File: src/rtl/tetris_line_clear_if.sv
// Bus between the line-clear scanner, the external row mux, the PIO inputs and display logic.
// The master side drives the requests and the selected row word; the slave is the scanner.
interface tetris_line_clear_if #(
  parameter int unsigned ROWS    = 20,
  parameter int unsigned CELLS   = 10,
  parameter int unsigned CELL_W  = 3,
  parameter int unsigned SCORE_W = 24,
  parameter int unsigned LINES_W = 16
) ();

  localparam int unsigned SelW = (ROWS > 1) ? $clog2(ROWS) : 1;

  logic                      start;
  logic                      clear_stats;
  logic [CELLS*CELL_W-1:0]   row_in;
  logic [SelW-1:0]           row_sel;
  logic                      busy;
  logic                      done;
  logic [ROWS-1:0]           full_mask;
  logic [2:0]                lines_cleared;
  logic [SCORE_W-1:0]        score;
  logic [LINES_W-1:0]        lines_total;

  modport master (
    output start,
    output clear_stats,
    output row_in,
    input  row_sel,
    input  busy,
    input  done,
    input  full_mask,
    input  lines_cleared,
    input  score,
    input  lines_total
  );

  modport slave (
    input  start,
    input  clear_stats,
    input  row_in,
    output row_sel,
    output busy,
    output done,
    output full_mask,
    output lines_cleared,
    output score,
    output lines_total
  );

endinterface

File: src/rtl/tetris_line_clear.sv
// Scans every board row through an external mux, flags full rows and accumulates the
// standard Tetris line score and the running line total (both saturating).
module tetris_line_clear #(
  parameter int unsigned ROWS    = 20,
  parameter int unsigned CELLS   = 10,
  parameter int unsigned CELL_W  = 3,
  parameter int unsigned SCORE_W = 24,
  parameter int unsigned LINES_W = 16
) (
  input logic                clk,
  input logic                reset_n,
  tetris_line_clear_if.slave bus
);

  localparam int unsigned SelW = (ROWS > 1) ? $clog2(ROWS) : 1;
  // Sum is wide enough for the largest point value even when SCORE_W is narrow.
  localparam int unsigned SumW = ((SCORE_W > 11) ? SCORE_W : 11) + 1;
  localparam int unsigned TotW = LINES_W + 1;
  localparam logic [SelW-1:0] LastRow = SelW'(ROWS - 1);

  typedef enum logic [1:0] {StIdle, StScan, StScore, StDone} state_e;

  state_e               state_q, state_d;
  logic [SelW-1:0]      row_sel_q, row_sel_d;
  logic [ROWS-1:0]      full_mask_q, full_mask_d;
  logic [2:0]           count_q, count_d;
  logic [2:0]           lines_q, lines_d;
  logic [SCORE_W-1:0]   score_q, score_d;
  logic [LINES_W-1:0]   total_q, total_d;

  logic                 row_full;
  logic [10:0]          points;
  logic [SumW-1:0]      score_sum;
  logic [SCORE_W-1:0]   score_sat;
  logic [TotW-1:0]      total_sum;
  logic [LINES_W-1:0]   total_sat;

  always_comb begin
    row_full = 1'b1;
    for (int c = 0; c < CELLS; c++) begin
      if (bus.row_in[c*CELL_W +: CELL_W] == '0) begin
        row_full = 1'b0;
      end
    end
  end

  always_comb begin
    unique case (count_q)
      3'd0:    points = 11'd0;
      3'd1:    points = 11'd40;
      3'd2:    points = 11'd100;
      3'd3:    points = 11'd300;
      default: points = 11'd1200;
    endcase
  end

  always_comb begin
    score_sum = SumW'(score_q) + SumW'(points);
    score_sat = (score_sum > SumW'({SCORE_W{1'b1}})) ? {SCORE_W{1'b1}}
                                                      : score_sum[SCORE_W-1:0];
    total_sum = TotW'(total_q) + TotW'(count_q);
    total_sat = total_sum[LINES_W] ? {LINES_W{1'b1}} : total_sum[LINES_W-1:0];
  end

  always_comb begin
    state_d     = state_q;
    row_sel_d   = row_sel_q;
    full_mask_d = full_mask_q;
    count_d     = count_q;
    lines_d     = lines_q;
    score_d     = score_q;
    total_d     = total_q;

    unique case (state_q)
      StIdle: begin
        if (bus.start) begin
          state_d     = StScan;
          row_sel_d   = '0;
          full_mask_d = '0;
          count_d     = '0;
        end
      end
      StScan: begin
        if (row_full) begin
          full_mask_d = full_mask_q | (ROWS'(1) << row_sel_q);
          if (count_q != 3'd7) begin
            count_d = count_q + 3'd1;
          end
        end
        if (row_sel_q == LastRow) begin
          state_d = StScore;
        end else begin
          row_sel_d = row_sel_q + SelW'(1);
        end
      end
      StScore: begin
        lines_d = count_q;
        score_d = score_sat;
        total_d = total_sat;
        state_d = StDone;
      end
      StDone: begin
        row_sel_d = '0;
        state_d   = StIdle;
      end
      default: state_d = StIdle;
    endcase

    // Placed last so a clear in the SCORE cycle discards that scan's points.
    if (bus.clear_stats) begin
      score_d = '0;
      total_d = '0;
    end
  end

  always_ff @(posedge clk or negedge reset_n) begin
    if (!reset_n) begin
      state_q     <= StIdle;
      row_sel_q   <= '0;
      full_mask_q <= '0;
      count_q     <= '0;
      lines_q     <= '0;
      score_q     <= '0;
      total_q     <= '0;
    end else begin
      state_q     <= state_d;
      row_sel_q   <= row_sel_d;
      full_mask_q <= full_mask_d;
      count_q     <= count_d;
      lines_q     <= lines_d;
      score_q     <= score_d;
      total_q     <= total_d;
    end
  end

  assign bus.row_sel       = row_sel_q;
  assign bus.busy          = (state_q != StIdle);
  assign bus.done          = (state_q == StDone);
  assign bus.full_mask     = full_mask_q;
  assign bus.lines_cleared = lines_q;
  assign bus.score         = score_q;
  assign bus.lines_total   = total_q;

  a_done_busy: assert property (@(posedge clk) disable iff (!reset_n) bus.done |-> bus.busy);
  a_row_range: assert property (@(posedge clk) disable iff (!reset_n) row_sel_q <= LastRow);

endmodule

File: src/flat_wrapper.sv
// flat-port wrapper written by rule: the top's interface ports become plain ports
module tetris_line_clear_flat 
#(
  parameter int unsigned ROWS    = 20,
  parameter int unsigned CELLS   = 10,
  parameter int unsigned CELL_W  = 3,
  parameter int unsigned SCORE_W = 24,
  parameter int unsigned LINES_W = 16
)
  (clk, reset_n, bus_start, bus_clear_stats, bus_row_in, bus_row_sel, bus_busy, bus_done, bus_full_mask, bus_lines_cleared, bus_score, bus_lines_total);
  tetris_line_clear_if #(.ROWS(ROWS), .CELLS(CELLS), .CELL_W(CELL_W), .SCORE_W(SCORE_W), .LINES_W(LINES_W)) bus_i ();
  input logic clk;
  input logic reset_n;
  input wire logic [$bits(bus_i.start)-1:0] bus_start;
  input wire logic [$bits(bus_i.clear_stats)-1:0] bus_clear_stats;
  input wire logic [$bits(bus_i.row_in)-1:0] bus_row_in;
  output wire logic [$bits(bus_i.row_sel)-1:0] bus_row_sel;
  output wire logic [$bits(bus_i.busy)-1:0] bus_busy;
  output wire logic [$bits(bus_i.done)-1:0] bus_done;
  output wire logic [$bits(bus_i.full_mask)-1:0] bus_full_mask;
  output wire logic [$bits(bus_i.lines_cleared)-1:0] bus_lines_cleared;
  output wire logic [$bits(bus_i.score)-1:0] bus_score;
  output wire logic [$bits(bus_i.lines_total)-1:0] bus_lines_total;
  assign bus_i.start = bus_start;
  assign bus_i.clear_stats = bus_clear_stats;
  assign bus_i.row_in = bus_row_in;
  assign bus_row_sel = bus_i.row_sel;
  assign bus_busy = bus_i.busy;
  assign bus_done = bus_i.done;
  assign bus_full_mask = bus_i.full_mask;
  assign bus_lines_cleared = bus_i.lines_cleared;
  assign bus_score = bus_i.score;
  assign bus_lines_total = bus_i.lines_total;
  tetris_line_clear #(.ROWS(ROWS), .CELLS(CELLS), .CELL_W(CELL_W), .SCORE_W(SCORE_W), .LINES_W(LINES_W)) u_core (.clk(clk), .reset_n(reset_n), .bus(bus_i));
endmodule
File: config.mk
export PLATFORM = sky130hd
export DESIGN_NAME = tetris_line_clear_flat
export DESIGN_NICKNAME = d
export VERILOG_FILES = /design/src/rtl/tetris_line_clear_if.sv /design/src/rtl/tetris_line_clear.sv /design/src/flat_wrapper.sv
export SDC_FILE = /design/constraint.sdc
export NUM_CORES = 1
export LEC_CHECK = 0
export CORE_ASPECT_RATIO = 1.4
export CORE_MARGIN = 3
export CORE_UTILIZATION = 30
export CTS_CLUSTER_DIAMETER = 120
export DETAILED_ROUTE_END_ITERATION = 16
export PLACE_DENSITY = 0.52
export SYNTH_ARGS = -nofsm -noshare
export SYNTH_HDL_FRONTEND = slang
export SYNTH_SLANG_ARGS = --single-unit
export TNS_END_PERCENT = 20
File: constraint.sdc
create_clock -name clk -period 4.6 [get_ports clk]
set_input_delay 0.69 -clock clk [delete_from_list [all_inputs] [get_ports clk]]
set_output_delay 0.69 -clock clk [all_outputs]
set_load 0.02 [all_outputs]
# == Word level (Yosys, flattened, before mapping) ==
# Cells that the tools add are included.
# op_classes
reduce_logical,20
bitwise,1
n_eq_ne,13
magnitude_cmp,1
addsub,4
shift,1
mux,30
# ops
cell,n
24-bit 2-to-1 mux,3
16-bit 2-to-1 mux,3
11-bit one-hot mux with 4 select lines,1
20-bit 2-to-1 mux,2
20-bit one-hot mux with 2 select lines,1
3-bit logical NOT,11
24-bit by 11-bit adder with 25-bit output,1
25-bit by 24-bit > comparator with 1-bit output (second input constant),1
20-bit bitwise OR,1
1-bit by 5-bit left shift with 20-bit output (first input constant),1
16-bit by 3-bit adder with 17-bit output,1
5-bit one-hot mux with 3 select lines,1
1-bit 2-to-1 mux,10
5-bit 2-to-1 mux,2
3-bit 2-to-1 mux,3
2-bit one-hot mux with 4 select lines,1
3-bit by 2-bit equality test with 1-bit output (second input constant),2
2-bit by 1-bit != test with 1-bit output (second input constant),3
3-bit one-hot mux with 2 select lines,1
3-bit AND reduction,2
2-bit nonzero test,3
5-bit by 1-bit adder with 5-bit output (second input constant),1
5-bit equality test (second input constant),1
2-bit equality test (second input constant),2
other kinds (10),12
# totals
reg_bits,73
word_cells,77
input_bits,34
output_inout_bits,70

# == Logic depth before layout (Yosys ltp) ==
# Gate-level depths: netlist of the first run.
# logic_depth
word_depth,13
depth_mapped,15
mapped_depth_nobuf,14

# == Worst setup path before layout of the first run ==
# No wires, ideal clock.
# synth_path
path_type,reg2reg
startpoint,register u_core.count_q[0]
endpoint,register u_core.score_q[21] (netlist: u_core.bus.score[21])
arrival_ns,2.719
synth_period_minus_slack_ns,2.818
setup_ns,0.099
required_time_ns,4.501
path_slack_ns,1.782
path_stages_with_launch,15
n_path_buf,0
cell_sequence,dfrtp_1 > inv_1 > ha_1 > nor2b_1 > nor2_1 > inv_1 > ha_1 > inv_1 > fa_1 > nand3b_1 > a21oi_1 > o22ai_1 > or2_1 > and3_1 > a311oi_1
# synth_between
elab_chain_cells,7
word_cells_on_any_way,10
classes_between,add/sub: 1; order compare: 1; eq/ne: 3; mux: 4; reduce/logical: 1
# synth_lines
item,line,source
start: declaration,tetris_line_clear.sv:26,"logic [2:0] count_q, count_d;"
start signal: assignment,tetris_line_clear.sv:129,count_q <= count_d;
3-bit by 2-bit equality test with 1-bit output (tied with other cells),tetris_line_clear.sv:48,unique case (count_q)
11-bit one-hot mux with 4 select lines *,tetris_line_clear.sv:48,
24-bit by 11-bit adder with 25-bit output *,tetris_line_clear.sv:58,score_sum = SumW'(score_q) + SumW'(points);
25-bit by 24-bit > comparator with 1-bit output,tetris_line_clear.sv:59,score_sat = (score_sum > SumW'({SCORE_W{1'b1}})) ? {SCORE_W{1'b1}}
24-bit 2-to-1 mux *,tetris_line_clear.sv:59,
24-bit 2-to-1 mux *,tetris_line_clear.sv:74,unique case (state_q)
24-bit 2-to-1 mux *,tetris_line_clear.sv:110,if (bus.clear_stats) begin
end signal: assignment,tetris_line_clear.sv:131,score_q <= score_d;
end: declaration,tetris_line_clear.sv:28,"logic [SCORE_W-1:0] score_q, score_d;"
# Every way passes the cells marked *; elsewhere a longest branch is shown, timed or not. The select of a mux whose other input is x is not followed.
# A chain may end at the register's enable or synchronous reset.

# == Final worst setup path of the first run ==
# Same ends and word-level chain as after synthesis.

==> run metrics, run 1 <==
vias in the first global route 3705; GR Overflow Total 0; post-route ant nets 0; max-cap violations 0; Slew @ Worst Pin 643 ps; placed cell areas 0.00530 mm2; final setup vio count 0; worst-path fanout max 11; Rows 50; critical path cell sequence inv_1, ha_1, nor2b_1, nor2_1, inv_1, ha_1, inv_1, fa_1, nand3b_1, a21oi_1, o22ai_1, or2_1, and3_1, a311oi_1; Starting Density 0.308; reg2reg start u_core.count_q[0]; Yosys cell types 51; TritonCTS Buffers 9; Remaining DRCs 0; setup TNS 0 ps; Top delay family on crit path simple AND/OR/NAND/NOR gates; Pre-Repair DR Iteration Count 4; highest-delay cell along the critical path dfrtp_1; most frequent cell after synthesis dfrtp_1; Net count, final 596; worst reg2reg setup slack 1210 ps; initial antenna violation count 0; Rel. slew slack 0.571; Post-synth ARST share 1.00; layout cells sized above 1 0.0672; top cells by area, synth dfrtp_1 44%, ha_1 8.8%, nor2_1 5.7%, a21oi_1 3.3%, a311oi_1 3.2%; CP most frequent cell inv_1; Critical Setup Path Class reg2reg; cell count along the critical path 14; Hold Path Class in2async; largest net degree at the start of global routing 50; CTS tree done; RSZ-0062 raised after global routing no; register area share after synthesis 0.437; Vias 3671; Die ar. 0.0152 mm2; post-route cell area 0.00562 mm2; Clock Sinks 72; critical path endpoint category flip-flop; Worst Path Arrival 3620 ps; first-pass GRT wire length 18.8 mm; placer's final routability congestion estimate 0.792; clk slew on worst S/H paths 60 ps; H-tree depth 3; Total GRT Usage 0.153; placed insts 702; Core ar. 0.0134 mm2; Synth Warn # 0; Post-synth EDFFs 0; Synth top area share 0.437; crit path to u_core.bus.score[21]; static leakage 0.00237 uW; Worst-Skew Late Latency 330 ps; Top FF cell, synth dfrtp_1; area growth from synthesis to layout 36.4%; # diodes 0; Die Height 145 um; die width 105 um; Mapped Nets 498; CTS Root Cell clkbuf_16; post-synthesis cell area 0.00412 mm2; Max IR drop VDD 0.184 mV; Final Hold Vio Count 0; Avg Cell Area, Syn 9.51 um2; Post-Synthesis Cells 433; Clock Skew 6.49 ps; post-synthesis sequential element count 72; startpoint types flip-flop; fill count 1387; crit-path max cell delay 460 ps; sum of buffers and inverters on the critical path 3; power per cell area 445 mW/mm2; drt initial violations 136; crit path time final 3390 ps; Final Max Tran Viols 0; post-synth top area cell dfrtp_1; number of hold buffers added after CTS 0; Ports 104; Worst EP required 4820 ps; DRT Wirelength 11.4 mm; post_cts resized 0; CP startpoint u_core.count_q[0]; Port Buffers 103; DR vias/cell 5.11; FF-to-FF path depth 14; Synth top cells by count 72 x dfrtp_1, 62 x nor2_1, 29 x ha_1; FMAX 295 MHz; Final period util 0.737; HPWL Detailed 8.53 mm; clk buf depth 2; Post-Layout Cell Count 718; status complete, no violations; detailed-route wire length per cell 15.8 um; Setup Fix Bufs, Post-CTS 0; RR Endpoint u_core.bus.score[21]
## sequential cells by signal, indices dropped and copies added, names as in the netlist
name and cells:
u_core.state_q 2, u_core.bus.full_mask 20, u_core.bus.row_sel 5, u_core.bus.lines_cleared 3
u_core.count_q 3, u_core.bus.lines_total 16, u_core.bus.score 23
## per-layer routing
metal	up-vias	global-route usage	share of wire
met1	1755	0.177	0.42
met3	11	0.0389	0.059
met2	124	0.278	0.51
met4	0	0.0498	0.015
met5	-	0	0
li1	1781	-	-
## layout make-up
type / instances / area [um2] / share of cell area
clock buffers: 11 / 253 / 0.0450
clock inverters: 5 / 62.6 / 0.0111
inverters: 23 / 86.3 / 0.0154
multi-input cells: 319 / 2140 / 0.381
flip-flops and latches: 72 / 1800 / 0.321
well taps: 182 / 228 / 0.0405
repair buffers: 106 / 1050 / 0.187
## where the power goes
part	leakage [uW]	internal (uW)	switching, uW
Combinational	0.00123	391	566
Sequential	0.000990	713	94.0
Clock	0.000148	453	282
## logic make-up after synthesis
group | share of synthesized area
AOI/OAI and AO/OA | 0.198
xor gates and xnor gates | 0.0149
adders and majority gates | 0.0978
buffers and inverters | 0.0434
DFF | 0.437
muxes | 0.0158
and+or+nand+nor | 0.193
## per-stage QoR
step / hold WS, ps / power [uW] / worst slack, ps / utilization
2_1_floorplan: 394 / 1410 / 1780 / -
3_3_place_gp: 487 / 1770 / 1370 / 0.396
3_5_place_dp: 490 / 1780 / 1240 / 0.396
4_1_cts: 362 / 2540 / 1200 / 0.420
5_1_grt: 398 / 2660 / 887 / 0.420
6_report: 343 / 2500 / 1210 / 0.420
## how the worst min path moves through the flow
stage                        startpoint                       end
2_1_floorplan                   reset_n   u_core.bus.full_mask[0]
3_3_place_gp   u_core.bus.full_mask[14]  u_core.bus.full_mask[14]
3_5_place_dp   u_core.bus.full_mask[13]  u_core.bus.full_mask[13]
4_1_cts                         reset_n      u_core.bus.score[19]
5_1_grt                         reset_n      u_core.bus.score[10]
6_report                        reset_n      u_core.bus.score[19]
## cell usage in the layout, fill, tap and decap left out, types with 3 or more instances in the layout
cell and count:
clkbuf_16 9, o21ai_1 10, inv_1 21, buf_4 3, nand3_1 18, clkdlybuf4s50_1 102
a311oi_1 15, a31oi_1 17, nand2_1 20, nor3_1 23, xor2_1 6, a21o_1 4
a21oi_1 27, a22o_1 11, or3_1 3, nor2b_1 3, nor4_1 4, a211oi_1 7
and4_1 6, o21ai_0 6, or2_1 3, mux2_2 4, dfrtp_1 72, o22ai_1 3
ha_1 29, o21bai_1 3, nor2_1 62, and3_1 6
Note: power is estimated with default switching activity, not from simulation.
==> run 2: changes to the inputs <==
- clock period: 4.6 -> 3.4 ns (I/O delays scaled with it)
==> run metrics, run 2 (synthesized netlist as in run 1, its figures left out) <==
status complete, no violations; vias in the first global route 3719 (+0.38%); DRT Wirelength 11.4 mm (+0.16%); Starting Density 0.308 (unchanged); Max IR drop VDD 0.294 mV (+59%); Critical Setup Path Class reg2reg; HPWL Detailed 8.56 mm (+0.43%); clk slew on worst S/H paths 60 ps (about the same); Worst EP required 3640 ps (-1180 ps); highest-delay cell along the critical path dfrtp_1; crit path time final 3110 ps (-278 ps); die width 105 um (unchanged); Int Power 2160 uW (+39%); max FFs per register 23 (unchanged); most frequent cells in the layout 102 x clkdlybuf4s50_1, 72 x dfrtp_1, 61 x nor2_1, 29 x ha_1, 26 x a21oi_1; Setup WS pre-CTS 212 ps (-1030 ps); total power 3450 uW (+38%); Die Height 145 um (unchanged); Final Hold Vio Count 0 (unchanged); CP most frequent cell inv_1; Final period util 0.916 (+0.179); final setup vio count 0 (unchanged); placer's final routability congestion estimate 0.819 (+3.3%); Die ar. 0.0152 mm2 (unchanged); Hold Path Class in2async; critical path cell sequence inv_1, ha_1, nor2b_1, nor2_1, inv_1, ha_1, inv_1, fa_1, nand3b_1, a21oi_2, o22ai_1, or2_1, and3_1, a311oi_1; RSZ-0062 raised after global routing no; power per cell area 607 mW/mm2 (+36%); Metal-1 WL 4.77 mm (+0.63%); max-cap violations 0 (unchanged); startpoint types flip-flop; FF-to-FF path depth 14 (unchanged); Port Buffers 103 (unchanged); Vias 3677 (+0.16%); Sw Share 0.374 (-0.00353); Clock Skew 6.74 ps (+0.249 ps); number of hold buffers added after CTS 0 (unchanged); Net count, final 600 (+0.67%); initial antenna violation count 0 (unchanged); area growth from synthesis to layout 37.9%; crit-path max cell delay 460 ps (about the same); first-pass GRT wire length 18.6 mm (-1.1%); post-route ant nets 0 (unchanged); Slew @ Worst Pin 635 ps (-7.57 ps); Clock power frac 0.304 (+0.010); Remaining DRCs 0 (unchanged); static leakage 0.00240 uW (+1.2%); fill count 1359 (-2.0%); detailed-route wire length per cell 15.8 um (-0.40%); met2 wire len 5.79 mm (-0.16%); Rows 50 (unchanged); Worst Path Arrival 3350 ps (-270 ps); part of the power in combinational logic 0.380 (-0.003); layout cells sized above 1 0.0778 (+0.0106); worst-path fanout max 7 (-4); fin util 0.424 (+0.00467); worst setup margin 286 ps (-922 ps); NetSw 1290 uW (+37%); Reg power frac 0.316 (-0.007); setup TNS 0 ps (unchanged); met3 routed WL 627 um (-6.4%); commonest non-fill, non-tap cell in the layout clkdlybuf4s50_1; critical path endpoint category flip-flop; Total GRT Usage 0.152 (-0.00129); # diodes 0 (unchanged); Pre-Repair DR Iteration Count 4 (unchanged); Worst-Skew Late Latency 340 ps (about the same); CTS tree done; clk buf depth 2 (unchanged); drt initial violations 118 (-13%); H-tree depth 3 (unchanged); Core ar. 0.0134 mm2 (unchanged); top routing layer in use met4; GR Overflow Total 0 (unchanged); Rel. slew slack 0.577 (+0.00505); TritonCTS Buffers 9 (unchanged); Ports 104 (unchanged); Final Max Tran Viols 0 (unchanged); Clock Sinks 72 (unchanged); DR vias/cell 5.09 (-0.39%); FMAX 321 MHz (+8.9%); largest net degree at the start of global routing 44 (-12%); CTS Root Cell clkbuf_16
-- run 2: power groups by stage --
stage | registers (uW) | logic (uW) | clock network [uW]
after floorplan | 1170 | 733 | 0
after detailed placement | 1100 | 1330 | 0
after global placement | 1110 | 1320 | 0
final | 1090 | 1310 | 1050
after global routing | 1110 | 1450 | 1120
after CTS | 1090 | 1330 | 1080
-- run 2: timing repair --
| action | CTS | global route |
|---|---|---|
| setup buffers | 0 | 0 |
| endpoints found under the setup margin | 0 | 6 |
| gates resized for setup | 0 | 2 |
-- run 2: area by class of cell --
cell class	count	area [um2]	share of cell area
multi-input combinational	319	2140	0.378
sequential	72	1800	0.317
timing repair buffer	110	1090	0.192
tap	182	228	0.0401
clock buffer	9	225	0.0396
clock inverter	7	104	0.0183
inverter	23	86.3	0.0152
-- run 2: worst max-delay path, delay by kind of cell, from the launching register on --
kind / cells / cell delay, ps
and+or+nand+nor: 5 / 940
adders and majority gates: 3 / 720
AOI/OAI and AO/OA: 3 / 640
DFF: 1 / 460
buffers and inverters: 3 / 250
-- run 2: per-stage QoR --
step / hold WS (ps) / cell area, um2 / instances
2_1_floorplan: 214 / 4120 / 433
3_3_place_gp: 487 / 5350 / 706
3_5_place_dp: 491 / 5350 / 706
4_1_cts: 164 / 5670 / 722
5_1_grt: 185 / 5680 / 722
6_report: 156 / 5680 / 722
-- run 2: metal layers --
layer,up-vias,track usage
li1,1787,-
met5,-,0
met3,17,0.0433
met4,0,0.0525
met1,1774,0.175
met2,99,0.271
-- run 2: final timing paths --
path | startpoint | endpoint | slack, ps
min in group clk | u_core.bus.full_mask[11] | u_core.bus.full_mask[11] | 500
max | u_core.count_q[0] | u_core.bus.score[21] | 290
min | reset_n | u_core.bus.score[20] | 160
max reg2reg | u_core.count_q[0] | u_core.bus.score[21] | 290
min reg2reg | u_core.bus.full_mask[11] | u_core.bus.full_mask[11] | 500
max in group asynchronous | reset_n | u_core.bus.full_mask[16] | 2420
